File: src/rtl/vga_pkg.sv
`default_nettype none
// ============================================================================
//  Module      : vga_pkg
//  Description : Default 640x480@60 Hz VGA timing constants and derived
//                totals / sync window bounds shared by the raster generator.
//  Revision    : 1.0 - initial release
// ============================================================================
package vga_pkg;

    // Coordinate width; both totals must fit in this many bits.
    localparam int COORD_W = 10;

    // Default raster timing (pixels / lines) at a 25 MHz pixel rate.
    localparam int DEF_CLK_DIV   = 2;
    localparam int DEF_H_VISIBLE = 640;
    localparam int DEF_H_FRONT   = 16;
    localparam int DEF_H_SYNC    = 96;
    localparam int DEF_H_BACK    = 48;
    localparam int DEF_V_VISIBLE = 480;
    localparam int DEF_V_FRONT   = 10;
    localparam int DEF_V_SYNC    = 2;
    localparam int DEF_V_BACK    = 33;

    // Derived totals and sync windows (sync is active for START <= x < END).
    localparam int H_TOTAL      = DEF_H_VISIBLE + DEF_H_FRONT + DEF_H_SYNC + DEF_H_BACK;
    localparam int V_TOTAL      = DEF_V_VISIBLE + DEF_V_FRONT + DEF_V_SYNC + DEF_V_BACK;
    localparam int H_SYNC_START = DEF_H_VISIBLE + DEF_H_FRONT;
    localparam int H_SYNC_END   = H_SYNC_START + DEF_H_SYNC;
    localparam int V_SYNC_START = DEF_V_VISIBLE + DEF_V_FRONT;
    localparam int V_SYNC_END   = V_SYNC_START + DEF_V_SYNC;

endpackage
`default_nettype wire

File: src/rtl/wrap_counter.sv
`default_nettype none
// ============================================================================
//  Module      : wrap_counter
//  Description : Enabled up-counter 0..MAX that wraps to 0; reset wins over en.
//                at_max flags the terminal count so callers can chain wraps.
//  Revision    : 1.0 - initial release
// ============================================================================
module wrap_counter #(
    parameter int WIDTH = 10,
    parameter int MAX   = 799
) (
    input  logic             clock,
    input  logic             reset,
    input  logic             en,
    output logic [WIDTH-1:0] count,
    output logic             at_max
);

    localparam logic [WIDTH-1:0] c_MAX = WIDTH'(MAX);

    logic [WIDTH-1:0] count_q;
    logic [WIDTH-1:0] count_d;

    assign at_max = (count_q == c_MAX);
    assign count  = count_q;

    // Next count: advance on enable, wrapping to zero after the terminal value.
    always_comb begin
        count_d = count_q;
        if (en) begin
            count_d = at_max ? '0 : count_q + WIDTH'(1);
        end
    end

    // Count register with synchronous reset taking priority over enable.
    always_ff @(posedge clock) begin
        if (reset) begin
            count_q <= '0;
        end else begin
            count_q <= count_d;
        end
    end

endmodule
`default_nettype wire

File: src/rtl/vga_timing_gen.sv
`default_nettype none
// ============================================================================
//  Module      : vga_timing_gen
//  Description : VGA raster timing generator. A clock divider produces the
//                pixel strobe, chained wrap counters produce col/row, and the
//                syncs, blank and once-per-frame vblank tick are decoded
//                combinationally from the registered coordinates.
//  Revision    : 1.0 - initial release
// ============================================================================
module vga_timing_gen
    import vga_pkg::*;
#(
    parameter int CLK_DIV   = DEF_CLK_DIV,
    parameter int H_VISIBLE = DEF_H_VISIBLE,
    parameter int H_FRONT   = DEF_H_FRONT,
    parameter int H_SYNC    = DEF_H_SYNC,
    parameter int H_BACK    = DEF_H_BACK,
    parameter int V_VISIBLE = DEF_V_VISIBLE,
    parameter int V_FRONT   = DEF_V_FRONT,
    parameter int V_SYNC    = DEF_V_SYNC,
    parameter int V_BACK    = DEF_V_BACK
) (
    input  logic               clock,
    input  logic               reset,
    output logic [COORD_W-1:0] col,
    output logic [COORD_W-1:0] row,
    output logic               HS,
    output logic               VS,
    output logic               blank,
    output logic               pix_en,
    output logic               vblank_tick
);

    localparam int c_H_TOTAL = H_VISIBLE + H_FRONT + H_SYNC + H_BACK;
    localparam int c_V_TOTAL = V_VISIBLE + V_FRONT + V_SYNC + V_BACK;
    // A divide-by-one divider still needs a 1-bit counter that sits at zero.
    localparam int c_DIV_W   = (CLK_DIV > 1) ? $clog2(CLK_DIV) : 1;

    localparam logic [COORD_W-1:0] c_H_VIS      = COORD_W'(H_VISIBLE);
    localparam logic [COORD_W-1:0] c_V_VIS      = COORD_W'(V_VISIBLE);
    localparam logic [COORD_W-1:0] c_V_LAST_VIS = COORD_W'(V_VISIBLE - 1);
    localparam logic [COORD_W-1:0] c_HS_START   = COORD_W'(H_VISIBLE + H_FRONT);
    localparam logic [COORD_W-1:0] c_HS_END     = COORD_W'(H_VISIBLE + H_FRONT + H_SYNC);
    localparam logic [COORD_W-1:0] c_VS_START   = COORD_W'(V_VISIBLE + V_FRONT);
    localparam logic [COORD_W-1:0] c_VS_END     = COORD_W'(V_VISIBLE + V_FRONT + V_SYNC);

    // Reject timings whose totals cannot be represented by the coordinates.
    if ((c_H_TOTAL > 1024) || (c_V_TOTAL > 1024)) begin : g_total_check
        $error("vga_timing_gen: H_TOTAL and V_TOTAL must be <= 1024");
    end
    if (CLK_DIV < 1) begin : g_div_check
        $error("vga_timing_gen: CLK_DIV must be >= 1");
    end

    logic               w_div_at_max;
    logic               w_col_at_max;
    logic               w_row_en;
    logic               w_unused_row_at_max;
    logic [c_DIV_W-1:0] w_unused_div_count;

    // Pixel strobe: last divider phase, suppressed while reset is held.
    assign pix_en   = w_div_at_max && !reset;
    assign w_row_en = pix_en && w_col_at_max;

    wrap_counter #(
        .WIDTH (c_DIV_W),
        .MAX   (CLK_DIV - 1)
    ) u_div (
        .clock  (clock),
        .reset  (reset),
        .en     (1'b1),
        .count  (w_unused_div_count),
        .at_max (w_div_at_max)
    );

    wrap_counter #(
        .WIDTH (COORD_W),
        .MAX   (c_H_TOTAL - 1)
    ) u_col (
        .clock  (clock),
        .reset  (reset),
        .en     (pix_en),
        .count  (col),
        .at_max (w_col_at_max)
    );

    wrap_counter #(
        .WIDTH (COORD_W),
        .MAX   (c_V_TOTAL - 1)
    ) u_row (
        .clock  (clock),
        .reset  (reset),
        .en     (w_row_en),
        .count  (row),
        .at_max (w_unused_row_at_max)
    );

    // Sync/blank/tick decode straight from the registered coordinates, so they
    // line up with col/row with no extra pipeline stage.
    always_comb begin
        HS          = !((col >= c_HS_START) && (col < c_HS_END));
        VS          = !((row >= c_VS_START) && (row < c_VS_END));
        blank       = (col >= c_H_VIS) || (row >= c_V_VIS);
        vblank_tick = w_row_en && (row == c_V_LAST_VIS);
    end

endmodule
`default_nettype wire

File: config.mk
export PLATFORM = sky130hd
export DESIGN_NAME = vga_timing_gen
export DESIGN_NICKNAME = d
export VERILOG_FILES = /design/src/rtl/vga_pkg.sv /design/src/rtl/wrap_counter.sv /design/src/rtl/vga_timing_gen.sv
export SDC_FILE = /design/constraint.sdc
export NUM_CORES = 1
export LEC_CHECK = 0
export ABC_AREA = 1
export CAP_MARGIN = 40
export CELL_PAD_IN_SITES_DETAIL_PLACEMENT = 2
export CELL_PAD_IN_SITES_GLOBAL_PLACEMENT = 2
export CORE_MARGIN = 8
export CORE_UTILIZATION = 25
export DETAILED_ROUTE_END_ITERATION = 10
export HOLD_SLACK_MARGIN = 0.05
export PLACE_DENSITY = 0.72
export SLEW_MARGIN = 15
export SYNTH_ARGS = -nofsm -noshare
export SYNTH_HDL_FRONTEND = slang
export SYNTH_SLANG_ARGS = --single-unit
File: constraint.sdc
create_clock -name clock -period 1.62 [get_ports clock]
set_input_delay 0.162 -clock clock [delete_from_list [all_inputs] [get_ports clock]]
set_output_delay 0.162 -clock clock [all_outputs]
set_load 0.03 [all_outputs]
==> results.md, run 1 <==
- Status: finished, violations left
- Failing checks: setup timing
- Die height: 89.39 um
- Post-synthesis cell type count: 29
- # fillers: 650
- Vias: 1,554
- DIE AREA: 0.007990 mm2
- Worst relative slew slack: 77.57%
- Seq. cell area: 439.2 um2
- Count of yosys warnings during synthesis: 0
- Kind of critical path: flop to primary output
- Highest fanout seen on the critical path: 4
- Vias per Instance: 4.625
- Global-route usage over all layers: 12.77%
- Part of the Yosys area used for sequential elements: 31.23%
- Share of synthesized flip-flops with an asynchronous set or reset: 0%
- HP Class: flop to flop
- Layout area overhead: 56.88%
- Syn avg cell area: 6.765 um2
- Clock input transition at the sequential cells of the worst setup and hold paths: 0.08 ns
- Horizontal die dimension: 89.39 um
- Cell with the biggest individual delay on the critical path: sky130_fd_sc_hd__dfxtp_4
- Detail-routed net length per standard cell: 15.21 um
- Max incr delay on CP: 0.38 ns
- Number of detailed-route iterations in the first pass: 3
- Hold Path Sink: u_row.count[1]
- Routability congestion estimate: 0.7444
- Largest voltage drop on the vdd net: 255.7 uV
- Post-Place Setup Slack: -0.01937 ns
- Number of antenna violations at the first check in global routing: 0
- CP Buf/Inv Count: 1
- Antenna Violating Nets Remaining: 0
- Number of cells in the design after placement: 322
- Multi-input gate area in the final layout: 843.3 um2
- Worst reg2reg setup slack: 0.04 ns
- Starting Density: 26.19%
- Number of port buffers: 26
- Most common cell after layout, fill and taps aside: sky130_fd_sc_hd__nand2_1
- Power per standard cell area: 457.2 mW/mm2
- CP Data Required Time: 1.46 ns
- R2R Path End: u_row.count[2]
- Maximum number of pins on one net before global-route repair: 12
- Cells along the critical path: ha_4, nand2_4, nor2_4, nand4_4, nor4_4, buf_6
- Total CTS buffers: 3
- Buffer depth of the longest clock path: 2
- Setup TNS Final: -0.1004 ns
- Area of the core region: 0.005140 mm2
- Gate count of the mapped netlist: 199
- First-pass GRT wire length: 7941 um
- Max-slew violation count: 0
- Maximum achievable frequency: 581.3 MHz
- Clk sinks: 21
- Hold Violations, Final: 0
- Post-layout min period: 1.720 ns
- Initial detailed-routing violation count: 30
- Ratio of cells with drive above 1 in the final layout: 30.45%
- Area of all placed cells without fillers: 0.002112 mm2
- Unrepaired setup endpoints after global routing: true
- Worst hold stages: 2
- TritonCTS clock tree: yes
- Most used cells in the layout excluding fill and tap cells: sky130_fd_sc_hd__nand2_1 (40), sky130_fd_sc_hd__buf_4 (39), sky130_fd_sc_hd__inv_1 (30)
- Endpoints failing setup: 1
- Data arrival, critical path: 1.56 ns
- Leakage component of the power: 1.042 nW
- M1 GR Usage: 14.28%
- Hold path startpoint: u_row.count[1]
- Post-layout net count: 274
- Family with the most delay on the worst path: simple AND/OR/NAND/NOR gates
- Total standard cell area after synthesis: 0.001346 mm2
- CTS Root Buffer Type: sky130_fd_sc_hd__clkbuf_8
- Tightest Pin Transition: 0.3360 ns
- Met2 Use GR: 24.85%
- Syn nets: 206
- GR Overflow Total: 0
- Post-layout worst setup margin: -0.1004 ns
- Commonest register cell after synthesis: sky130_fd_sc_hd__dfxtp_1
- R2R Path Start: u_col.count[1]
- Half-perimeter wire length after detailed placement: 3825 um
- Register bit count reported by yosys: 21
- Top-level port count: 27
- Most utilized layer in the global route result: met2
- Fin cells: 336
- Met3 usage: 1.654%
- Area of placed instances: 0.001933 mm2
- Total number of placement rows: 26
- Maximum Capacitance Violations: 0
- Final antenna diode count: 0
- Number of enable-type register cells in the synthesized netlist: 0
- Cell depth of the worst flop-to-flop path: 9
- Critical path capture point type: primary output
- Post-detailed-routing wire length: 5109 um
- H-tree depth: 1
- Final period utilization: 106.2%
- Worst-skew pair later-pin latency: 0.26 ns
- Startpoint types: flop
- Number of global-route vias before repair: 1,681
- DRC viols: 0
- Layout Skew: 0.004002 ns
- Post-CTS Hold Fix Bufs: 0
-- layout make-up --
cell class	count	share of cell area, %
Clock buffer	4	2.133
Inverter	34	6.517
Multi-Input combinational cell	143	39.93
Sequential cell	21	20.79
Tap cell	70	4.147
Timing Repair Buffer	64	26.48
-- per-stage QoR --
stage	power, mW	util, %	hold WS, ns
after floorplan	0.5825	-	0.3642
after global placement	0.6128	37.61	0.5325
after detailed placement	0.6152	37.61	0.5339
after CTS	0.9625	38.56	0.5534
after global routing	1.010	41.09	0.6031
final	0.9656	41.09	0.5778
-- Yosys cell counts (2+ instances only) --
library cell,count,share of area (%)
sky130_fd_sc_hd__a21oi_1,7,2.6
sky130_fd_sc_hd__dfxtp_1,21,31
sky130_fd_sc_hd__ha_1,5,4.6
sky130_fd_sc_hd__inv_1,31,8.6
sky130_fd_sc_hd__inv_6,2,1.3
sky130_fd_sc_hd__nand2_1,43,12
sky130_fd_sc_hd__nand2_2,2,0.93
sky130_fd_sc_hd__nand2_4,2,1.7
sky130_fd_sc_hd__nand3_1,21,7.8
sky130_fd_sc_hd__nand4_1,6,2.8
sky130_fd_sc_hd__nor2_1,30,8.4
sky130_fd_sc_hd__nor2_4,3,2.5
sky130_fd_sc_hd__nor3_1,4,1.5
sky130_fd_sc_hd__o21ai_0,6,2.2
sky130_fd_sc_hd__xor2_1,2,1.3
-- power breakdown --
group	internal [mW]	switching, mW	total, mW
Combinational	0.0348	0.0509	0.0858
Sequential	0.519	0.00822	0.527
Clock	0.175	0.177	0.353
-- state kept, by name, summed over array words and instances, names as in the netlist --
signal,cells
u_col.count,10
u_div.at_max,1
u_row.count,10
-- worst max-delay path by stage --
stage,start,endpoint,slack [ns],cells past startpoint
2_1_floorplan,u_row.count[0],vblank_tick,0.001,5
3_3_place_gp,reset,vblank_tick,0.03,7
3_5_place_dp,reset,u_col.count[5],-0.02,9
4_1_cts,u_col.count[1],vblank_tick,-0.21,6
5_1_grt,u_col.count[1],vblank_tick,-0.18,6
6_report,u_col.count[1],vblank_tick,-0.10,6
-- routing by layer --
metal  vias to the layer above  wire (um)
li1                        765          -
met3                         6        118
met2                        22       2736
met5                         -          0
met1                       761       2198
met4                         0         56
-- worst min-delay path, delay by kind of cell, from the launching register on --
family                 cells  cell delay [ns]
AO/OA/AOI/OAI              1             0.09
buffers and inverters      1             0.08
flip-flops                 1             0.37
-- cell families (layout without fill, tap and decap cells) --
family,count (synthesis),in the layout,synth area share (%)
compound gates,15,15,6.041
buf+inv,36,102,11.43
flops,21,21,31.23
simple gates,119,120,44.70
xor+xnor,3,3,1.952
fa+ha+maj,5,5,4.647
-- timing repair --
item                       in CTS  in global routing
setup endpoints to repair       6                 12
buffers inserted                0                  9
gates resized for setup         8                 19
gates cloned                    0                  1
pin swaps                       0                  9
Note: power is estimated with default switching activity, not from simulation.
==> run 2: changes to the inputs <==
RECOVER_POWER = 100   (was unset)
==> run 2 against run 1 <==
  * The flow still finishes with violations (setup timing)
  * Global-route usage stayed put
  * Non-clock buffer count stayed put
  * Hold slack hardly changed
  * Setup slack hardly changed
  * Critical endpoint unchanged
==> results.md, run 2 (synthesized netlist as in run 1, its figures left out) <==
- Status: finished, violations left
- Failing checks: setup timing
- Number of cells in the design after placement: 322
- Most used cells in the layout excluding fill and tap cells: sky130_fd_sc_hd__nand2_1 (40), sky130_fd_sc_hd__buf_4 (38), sky130_fd_sc_hd__inv_1 (30)
- Startpoint types: flop
- Kind of critical path: flop to primary output
- Number of detailed-route iterations in the first pass: 3
- Final period utilization: 106.2%
- Post-layout net count: 274
- Post-CTS Hold Fix Bufs: 0
- First-pass GRT wire length: 7941 um
- Vias: 1,553
- Initial detailed-routing violation count: 30
- Cell depth of the worst flop-to-flop path: 9
- Ratio of cells with drive above 1 in the final layout: 30.08%
- Area of the core region: 0.005140 mm2
- Number of global-route vias before repair: 1,681
- Global-route usage over all layers: 12.77%
- Worst relative slew slack: 67.97%
- Routability congestion estimate: 0.7444
- Maximum achievable frequency: 581.1 MHz
- Most common cell after layout, fill and taps aside: sky130_fd_sc_hd__nand2_1
- Half-perimeter wire length after detailed placement: 3825 um
- Internal power contribution: 727.6 uW
- Number of port buffers: 26
- Share of the core filled with cells in the final layout: 40.00%
- Starting Density: 26.19%
- Multi-input gate area in the final layout: 843.3 um2
- Met3 usage: 1.654%
- Maximum number of pins on one net before global-route repair: 12
- Antenna Violating Nets Remaining: 0
- Buffer depth of the longest clock path: 2
- Worst-skew pair later-pin latency: 0.26 ns
- Layout area overhead: 52.70%
- CTS Root Buffer Type: sky130_fd_sc_hd__clkbuf_8
- Final antenna diode count: 0
- Data arrival, critical path: 1.56 ns
- HP Class: flop to flop
- Power consumption: 963.7 uW
- Highest fanout seen on the critical path: 4
- M1 GR Usage: 14.28%
- Share of power burned in registers: 54.7%
- Post-layout min period: 1.721 ns
- Clock Power Share: 36.6%
- Switching share of total power: 24.50%
- Maximum Capacitance Violations: 0
- Net switching component of the power: 236.1 uW
- Worst hold stages: 2
- # fillers: 656
- Most utilized layer in the global route result: met2
- Layout Skew: 0.004215 ns
- Total number of placement rows: 26
- CP Data Required Time: 1.46 ns
- Detail-routed net length per standard cell: 15.19 um
- Hold Violations, Final: 0
- Vias per Instance: 4.622
- Critical path capture point type: primary output
- Combinational fraction of design power: 8.7%
- Tightest Pin Transition: 0.4805 ns
- Setup TNS Final: -0.1008 ns
- DRC viols: 0
- Max-slew violation count: 0
- H-tree depth: 1
- Top-level port count: 27
- Seq. cell area: 439.2 um2
- Unrepaired setup endpoints after global routing: true
- Clk sinks: 21
- Die height: 89.39 um
- Leakage component of the power: 0.9132 nW
- Post-detailed-routing wire length: 5105 um
- Endpoints failing setup: 1
- Largest voltage drop on the vdd net: 255.4 uV
- TritonCTS clock tree: yes
- Met2 Use GR: 24.85%
- Total CTS buffers: 3
- Power per standard cell area: 468.8 mW/mm2
- Number of antenna violations at the first check in global routing: 0
- DIE AREA: 0.007990 mm2
- Fin cells: 336
- Clock input transition at the sequential cells of the worst setup and hold paths: 0.08 ns
- Horizontal die dimension: 89.39 um
- Post-layout worst setup margin: -0.1008 ns
- GR Overflow Total: 0
## run 2: cell count changes in the layout (fill, tap and decap cells not counted), sizes merged
| cell | change |
|---|---|
| buf | -1 |
| dlygate4sd3 | +1 |
| dlymetal6s2s | -6 |
| clkbuf | +7 |
| clkdlybuf4s50 | -1 |
## run 2: final timing paths
check,slack (ns),start,to
setup / recovery,-0.10,u_col.count[1],vblank_tick
hold / removal,0.58,u_row.count[1],u_row.count[1]
setup reg to reg,0.04,u_col.count[1],u_row.count[2]
hold reg to reg,0.58,u_row.count[1],u_row.count[1]
## run 2: layout make-up
| type | instances | share of cell area, % |
|---|---|---|
| inverters | 34 | 6.695 |
| repair buffers | 64 | 24.47 |
| flip-flops and latches | 21 | 21.36 |
| well taps | 70 | 4.261 |
| multi-input cells | 143 | 41.02 |
| clock buffers | 4 | 2.191 |
## run 2: layer usage
metal | share of wire (%) | vias to the layer above
met3 | 2.2 | 6
met5 | 0 | -
li1 | - | 764
met4 | 1.1 | 0
met2 | 54 | 22
met1 | 43 | 761
## run 2: power by group through the flow
stage / logic, mW / clock network [mW] / registers (mW)
after floorplan: 0.0365 / 0 / 0.546
after global placement: 0.0749 / 0 / 0.538
after detailed placement: 0.0767 / 0 / 0.539
after CTS: 0.0773 / 0.359 / 0.526
after global routing: 0.0924 / 0.388 / 0.528
final: 0.0840 / 0.353 / 0.527
## run 2: what timing repair did
item                       CTS  global route
cloned                       0             1
hold endpoints to repair     0             0
setup buffers                0             9
pin swaps                    0             9
resized for setup            8            19
setup endpoints to repair    6            12
## run 2: worst max-delay path: stages, from the launching register on
cell and delay [ns]:
sky130_fd_sc_hd__dfxtp_4 0.38, sky130_fd_sc_hd__ha_4 0.16, sky130_fd_sc_hd__nand2_4 0.05, sky130_fd_sc_hd__nor2_4 0.14, sky130_fd_sc_hd__nand4_4 0.14, sky130_fd_sc_hd__nor4_4 0.25, sky130_fd_sc_hd__buf_6 0.17
## run 2: through the flow
step / worst slack (ns) / hold slack (ns) / cell area (um2)
3_5_place_dp: -0.01937 / 0.5339 / 1933
3_3_place_gp: 0.03056 / 0.5325 / 1933
5_1_grt: -0.1815 / 0.6057 / 2056
2_1_floorplan: 0.001460 / 0.3642 / 1379
6_report: -0.1008 / 0.5778 / 2056
4_1_cts: -0.2075 / 0.5534 / 1982
